$ cat src/rtl/sc_multiplier.sv
// Stochastic-computing multiplier: compares latched operands against LFSR randoms,
// ANDs the two unipolar streams and counts ones over LEN cycles.
module sc_multiplier #(
  parameter int LEN   = 256,
  parameter int CNT_W = 9
) (
  input  logic             clk,
  input  logic             rst,
  input  logic             start,
  input  logic [7:0]       a,
  input  logic [7:0]       b,
  input  logic [7:0]       n1,
  input  logic [7:0]       n2,
  output logic             seed_set,
  output logic             busy,
  output logic             done,
  output logic             sc_bit,
  output logic [CNT_W-1:0] product
);

  typedef enum logic [2:0] {IDLE, SEED, PRIME, RUN, DONE} state_t;

  localparam logic [CNT_W-1:0] LAST_CYC = CNT_W'(LEN - 1);

  state_t           state;
  state_t           state_next;
  logic [7:0]       a_r;
  logic [7:0]       b_r;
  logic [CNT_W-1:0] acc;
  logic [CNT_W-1:0] cyc;
  logic             run_bit;
  logic             last_cyc;
  logic [CNT_W-1:0] acc_next;

  assign run_bit  = (n1 < a_r) && (n2 < b_r);
  assign last_cyc = (cyc == LAST_CYC);
  assign acc_next = acc + CNT_W'(run_bit);

  always_comb begin
    state_next = state;
    busy       = 1'b0;
    done       = 1'b0;
    case (state)
      IDLE: begin
        if (start) state_next = SEED;
      end
      SEED: begin
        busy       = 1'b1;
        state_next = PRIME;
      end
      PRIME: begin
        busy       = 1'b1;
        state_next = RUN;
      end
      RUN: begin
        busy = 1'b1;
        if (last_cyc) state_next = DONE;
      end
      DONE: begin
        done       = 1'b1;
        state_next = IDLE;
      end
      default: state_next = IDLE;
    endcase
  end

  // seed_set is registered so the LFSR sees it for exactly the SEED cycle
  always_ff @(posedge clk) begin
    if (rst) begin
      state    <= IDLE;
      seed_set <= 1'b0;
      sc_bit   <= 1'b0;
      product  <= '0;
      acc      <= '0;
      cyc      <= '0;
      a_r      <= '0;
      b_r      <= '0;
    end else begin
      state    <= state_next;
      seed_set <= (state == IDLE) && start;
      if (state == IDLE && start) begin
        a_r <= a;
        b_r <= b;
        acc <= '0;
        cyc <= '0;
      end
      if (state == RUN) begin
        acc    <= acc_next;
        cyc    <= cyc + 1'b1;
        sc_bit <= run_bit;
        if (last_cyc) product <= acc_next;
      end
    end
  end

endmodule

$ cat config.mk
export PLATFORM = sky130hd
export DESIGN_NAME = sc_multiplier
export DESIGN_NICKNAME = d
export VERILOG_FILES = /design/src/rtl/sc_multiplier.sv
export SDC_FILE = /design/constraint.sdc
export NUM_CORES = 1
export LEC_CHECK = 0
export ABC_AREA = 1
export CORE_UTILIZATION = 40
export DETAILED_ROUTE_END_ITERATION = 8
export PLACE_DENSITY = 0.68
export SLEW_MARGIN = 5
export SYNTH_ARGS = -nofsm -noshare
export SYNTH_HDL_FRONTEND = slang
export SYNTH_SLANG_ARGS = --single-unit
$ cat constraint.sdc
create_clock -name clk -period 4.15 [get_ports clk]
set_input_delay 0.6225 -clock clk [delete_from_list [all_inputs] [get_ports clk]]
set_output_delay 0.6225 -clock clk [all_outputs]
set_load 0.05 [all_outputs]
==> results.json <==
{
  "worstSetupPathType": "input pin to flip-flop",
  "grt-ovfl-total": 0,
  "crit_arrival_ns": 2.94,
  "clock_path_buffers": 2,
  "syn_nets": 374,
  "clkPwrFrac_pct": 33.3,
  "die_y_um": 78.8,
  "rsz0062_at_grt": "false",
  "die_w_um": 78.8,
  "swShare_pct": 26.5,
  "tritoncts": "built",
  "layout_common_cells": "nand2_1 (81), dfxtp_1 (48), clkdlybuf4s50_1 (47)",
  "yosysWarnings": 0,
  "grtUsageTotal_pct": 17.5,
  "hold_buffers": 0,
  "antenna_found_initial": 0,
  "crit_chain": "clkdlybuf4s50_1, ha_1, nand2_1, nand2_1, nor2_1, nand3_1, nor2_1, nand3_1, inv_1, ha_1, ha_1, nand2_1, nor2_1, xor2_1, nand2_1, a21oi_2",
  "syn_area_mm2": 0.00236,
  "required_ns": 4.39,
  "fin_crit_ns": 2.70,
  "cts-htree-levels": 2,
  "netlist_instances": 321,
  "ant_nets": 0,
  "die-area_mm2": 0.00621,
  "maxSlewViolCount": 0,
  "vias": 2101,
  "peakVddDrop_mv": 0.178,
  "diodes": 0,
  "slew_headroom_pct": 48.9,
  "wire_per_inst_um": 11.0,
  "power_frac_seq_pct": 48.8,
  "p_leak_nw": 1.23,
  "drt-initial-drc-count": 110,
  "layout_commonest_cell": "nand2_1",
  "synth.avg_cell_area_um2": 7.35,
  "core-area_mm2": 0.00561,
  "grt_pass1_wl_um": 8600,
  "gp_congestion": 0.831,
  "drt-total-wl_um": 4820,
  "cts_resized": 0,
  "clock-sinks": 48,
  "grt_max_degree": 38,
  "setup_viol": 0,
  "multi_input_area_mm2": 0.00117,
  "use_met1_pct": 21.1,
  "max_freq_mhz": 370,
  "portBuffers": 47,
  "start_kind": "input pin",
  "worst_clock_skew_ns": 0.00844,
  "period_share_pct": 65.1,
  "p_int_w": 0.000739,
  "tightest_slew_ns": 0.766,
  "final_nets": 420,
  "final_area_mm2": 0.00298,
  "cp_slowest_cell": "clkdlybuf4s50_1",
  "rows": 27,
  "drive_gt1_share_pct": 4.62,
  "ys_ff_latch": 48,
  "p_switching_w": 0.000266,
  "postPlaceCellArea_mm2": 0.00287,
  "tns_ns": 0,
  "synth_seq_area_share_pct": 40.7,
  "cts-root-buf": "clkbuf_8",
  "max_stage_delay_ns": 0.41,
  "io-pin-count": 48,
  "power_density_mw_per_mm2": 337,
  "utilization_pct": 53.2,
  "dpl.hpwl_um": 3410,
  "cts_setup_buffers": 0,
  "grt_pass1_vias": 2049,
  "cts_buffers": 5,
  "pwr-share-comb_pct": 17.9,
  "area_growth_pct": 26.4,
  "ys_types": 29,
  "via_per_inst": 4.78,
  "status": "completed",
  "end_kind": "flip-flop",
  "firstDrtPassIters": 4,
  "filler_cell_count": 568,
  "cp_max_fo": 4,
  "min_path_type": "flip-flop to flip-flop",
  "cpMostUsedCell": "nand2_1",
  "clk_latency_ns": 0.30,
  "use_met2_pct": 30.1,
  "drc": 0,
  "seqCellArea_um2": 961,
  "grt_use_met3_pct": 4.02,
  "floorplan.initialDensity_pct": 42.1,
  "busiest_layer": "met2",
  "drv_cap": 0,
  "hold_violations": 0,
  "cts.clk_slew.worst_paths_ns": 0.09
}
## layout make-up
type | instances | area share, %
multi-input cells | 219 | 39.3
flip-flops and latches | 48 | 32.2
repair buffers | 48 | 16.0
inverters | 45 | 5.83
well taps | 72 | 3.02
clock buffers | 6 | 2.43
clock inverters | 2 | 1.17
## path summary, 6_finish.rpt
path / start / endpoint / slack (ns) / cells past startpoint
setup / recovery: n2[7] / acc[4] / 1.45 / 16
hold reg to reg: b_r[0] / b_r[0] / 0.45 / 2
setup reg to reg: b_r[7] / acc[4] / 1.84 / 16
hold / removal: b_r[0] / b_r[0] / 0.45 / 2
## sequential cells by signal, summed over array words and instances, names as in the netlist
| name | flops |
|---|---|
| acc | 9 |
| sc_bit | 1 |
| a_r | 8 |
| b_r | 8 |
| seed_set | 1 |
| state | 3 |
| cyc | 9 |
| product | 9 |
## worst max-delay path, delay by kind of cell
kind            cells  cell delay [ns]
fa+ha+maj           3             0.69
compound gates      1             0.12
buf+inv             2             0.49
xor+xnor            1             0.21
simple gates        9             0.81
## metal layers
layer	share of wire [%]	wire length, um	vias up
li1	-	-	1120
met1	48	2300	935
met2	46	2220	40
met3	4.7	226	6
met4	1.4	68	0
met5	0	0	-
## cells by family (layout without fill, tap and decap cells)
group / count (synthesis) / count (layout) / synth area share, %
xor gates and xnor gates: 4 / 4 / 1.49
DFF: 48 / 48 / 40.7
buffers and inverters: 54 / 101 / 9.60
and+or+nand+nor: 127 / 127 / 23.2
AOI/OAI and AO/OA: 70 / 70 / 15.4
adders and majority gates: 18 / 18 / 9.55
## metrics by stage
step                      total power (W)  hold WS, ns  worst slack (ns)  cells
after floorplan                  0.000624        0.424              1.79    321
final                             0.00100        0.448              1.45    440
after global routing              0.00106        0.475              1.19    440
after detailed placement         0.000683        0.442              1.17    432
after CTS                         0.00102        0.455              1.48    440
after global placement           0.000680        0.438              1.18    432
## power groups by stage
stage	logic (W)	clock network (W)	registers, W
after global placement	0.000178	0	0.000501
after global routing	0.000207	0.000363	0.000493
after detailed placement	0.000181	0	0.000502
final	0.000180	0.000335	0.000491
after CTS	0.000182	0.000347	0.000491
after floorplan	0.000119	0	0.000505
## cell usage after synthesis
library cell / number / area, um2
a21oi_1: 41 / 205
a21oi_2: 1 / 8.76
and2_1: 1 / 6.26
buf_2: 2 / 10.0
buf_6: 2 / 22.5
clkbuf_1: 4 / 15.0
clkbuf_2: 1 / 5.00
dfxtp_1: 48 / 961
ha_1: 18 / 225
inv_1: 42 / 158
inv_2: 1 / 3.75
inv_4: 2 / 12.5
nand2_1: 81 / 304
nand2_4: 1 / 11.3
nand3_1: 9 / 45.0
nand3_2: 1 / 10.0
nand3b_1: 1 / 7.51
nand4_1: 4 / 25.0
nor2_1: 24 / 90.1
nor2_4: 1 / 11.3
nor2_8: 1 / 20.0
nor3_1: 2 / 10.0
o21a_1: 2 / 15.0
o21ai_0: 21 / 105
o21ai_1: 3 / 15.0
o221ai_1: 1 / 8.76
o22ai_1: 1 / 6.26
or2_2: 1 / 6.26
xor2_1: 4 / 35.0
(Power assumes the default switching activity.)
==> patch: new RTL, same settings <==
Set the parameter `LEN` to 192 (it was 256).
--- a/src/rtl/sc_multiplier.sv
+++ b/src/rtl/sc_multiplier.sv
@@ -1,7 +1,7 @@
 // Stochastic-computing multiplier: compares latched operands against LFSR randoms,
 // ANDs the two unipolar streams and counts ones over LEN cycles.
 module sc_multiplier #(
-  parameter int LEN   = 256,
+  parameter int LEN   = 192,
   parameter int CNT_W = 9
 ) (
   input  logic             clk,
Function: same outputs for any inputs over 10 cycles, from zero or initial values and one cycle with rst high; that may be too few to reach the edited logic, so the function may still have changed.
==> patch against the original RTL <==
- die area is 0.78% higher
- maximum frequency down 0.27%
- setup slack worse by 0.0073 ns
- sequential cell count unchanged
- final cell count fell by 0.45%
- global-route usage decreased by 0.58 points
- design area shrank 0.97%
- total power fell by 4.1%
- combinational power increased by 21%
- synthesized area increased by 0.80%
- routed wire length is 0.48% lower
==> patch: results (changes against the original RTL) <==
| Metric | Value |
|---|---|
| Total track usage | 0.169 (-0.00582) |
| Post-synthesis cell count | 324 (+0.93%) |
| Global-route wire length before repair | 8220 um (-4.3%) |
| Pre-CTS WS | 1.12 ns (-0.0525 ns) |
| Layout cells sized above 1 | 0.0519 (+0.00572) |
| Post-Syn Nets | 376 (+0.53%) |
| Synth unique cells | 28 (-3.4%) |
| Min-Delay Path Class | reg2reg |
| Vias per cell | 4.73 (-0.98%) |
| Sequential-to-total area share from yosys stat | 0.404 (-0.00322) |
| Top post-synthesis cells by area | dfxtp_1 (40%), nand2_1 (13%), a21oi_1 (9.5%) |
| P_leak | 0.00119 uW (-3.9%) |
| Hold Startpoint | product[1] |
| Top FF cell, synth | dfxtp_1 |
| Largest net degree at the start of global routing | 36 (-5.3%) |
| Routability cong. | 0.805 (-3.2%) |
| Most common library cells after synthesis | nand2_1 (83), dfxtp_1 (48), a21oi_1 (45) |
| Peak supply drop | 0.142 mV (-20%) |
| Status | finished, final reports clean |
| Root Driver | clkbuf_8 |
| CTS clk-pin slew, worst paths | 0.07 ns (-0.02 ns) |
| WP data arrival | 2.93 ns (about the same) |
| DR vias | 2,071 (-1.4%) |
| Slew headroom | 0.534 (+0.0448) |
| Placed insts | 433 (+0.23%) |
| Layout Skew | 0.00465 ns (-0.00379 ns) |
-- patch: cell types whose count changed after synthesis, sizes merged, moves of 2 or more --
cell,before,now
a21oi,42,45
o21a,2,0
xnor2,0,2
nand2,82,85
nor2,26,23
nand3,10,14
inv,45,41
-- patch: metal layers --
layer,track usage,wire [um],up-vias
met4,0.0709,63,0
met1,0.205,2430,897
li1,-,-,1132
met5,0,0,-
met3,0.0379,158,5
met2,0.287,2140,37
-- patch: cell type report --
type,count,area [um2]
repair buffers,48,478
fillers,561,2660
multi-input cells,224,1200
clock buffers,5,68.8
inverters,41,154
flip-flops and latches,48,961
well taps,72,90.1
-- patch: cells by family after synthesis --
group	count (synthesis)	synth area share
adders and majority gates	17	0.0895
DFF	48	0.404
xor gates and xnor gates	5	0.0184
AOI/OAI and AO/OA	70	0.151
and+or+nand+nor	132	0.247
buffers and inverters	52	0.0905
-- patch: worst paths after layout --
| kind | cells past startpoint | slack [ns] | to |
|---|---|---|---|
| worst min register to register | 2 | 0.44 | product[1] |
| worst min-delay path | 2 | 0.44 | product[1] |
| worst max register to register | 17 | 1.83 | acc[8] |
| worst max-delay path | 17 | 1.44 | acc[8] |
-- patch: metrics by stage --
stage                     cell area, um2  hold WS (ns)
after floorplan                     2380         0.433
after global placement              2880         0.433
after detailed placement            2880         0.438
after CTS                           2950         0.450
after global routing                2950         0.475
final                               2950         0.445
-- patch: tightest hold or removal path, cell delays in order (launching register included) --
cell     delay [ns]
dfxtp_1        0.31
inv_1          0.05
a21oi_1        0.05
-- patch: power by group --
| part | internal (uW) | switching (uW) |
|---|---|---|
| Combinational | 87.5 | 130 |
| Sequential | 489 | 10.6 |
| Clock | 109 | 139 |
| Total | 685 | 279 |
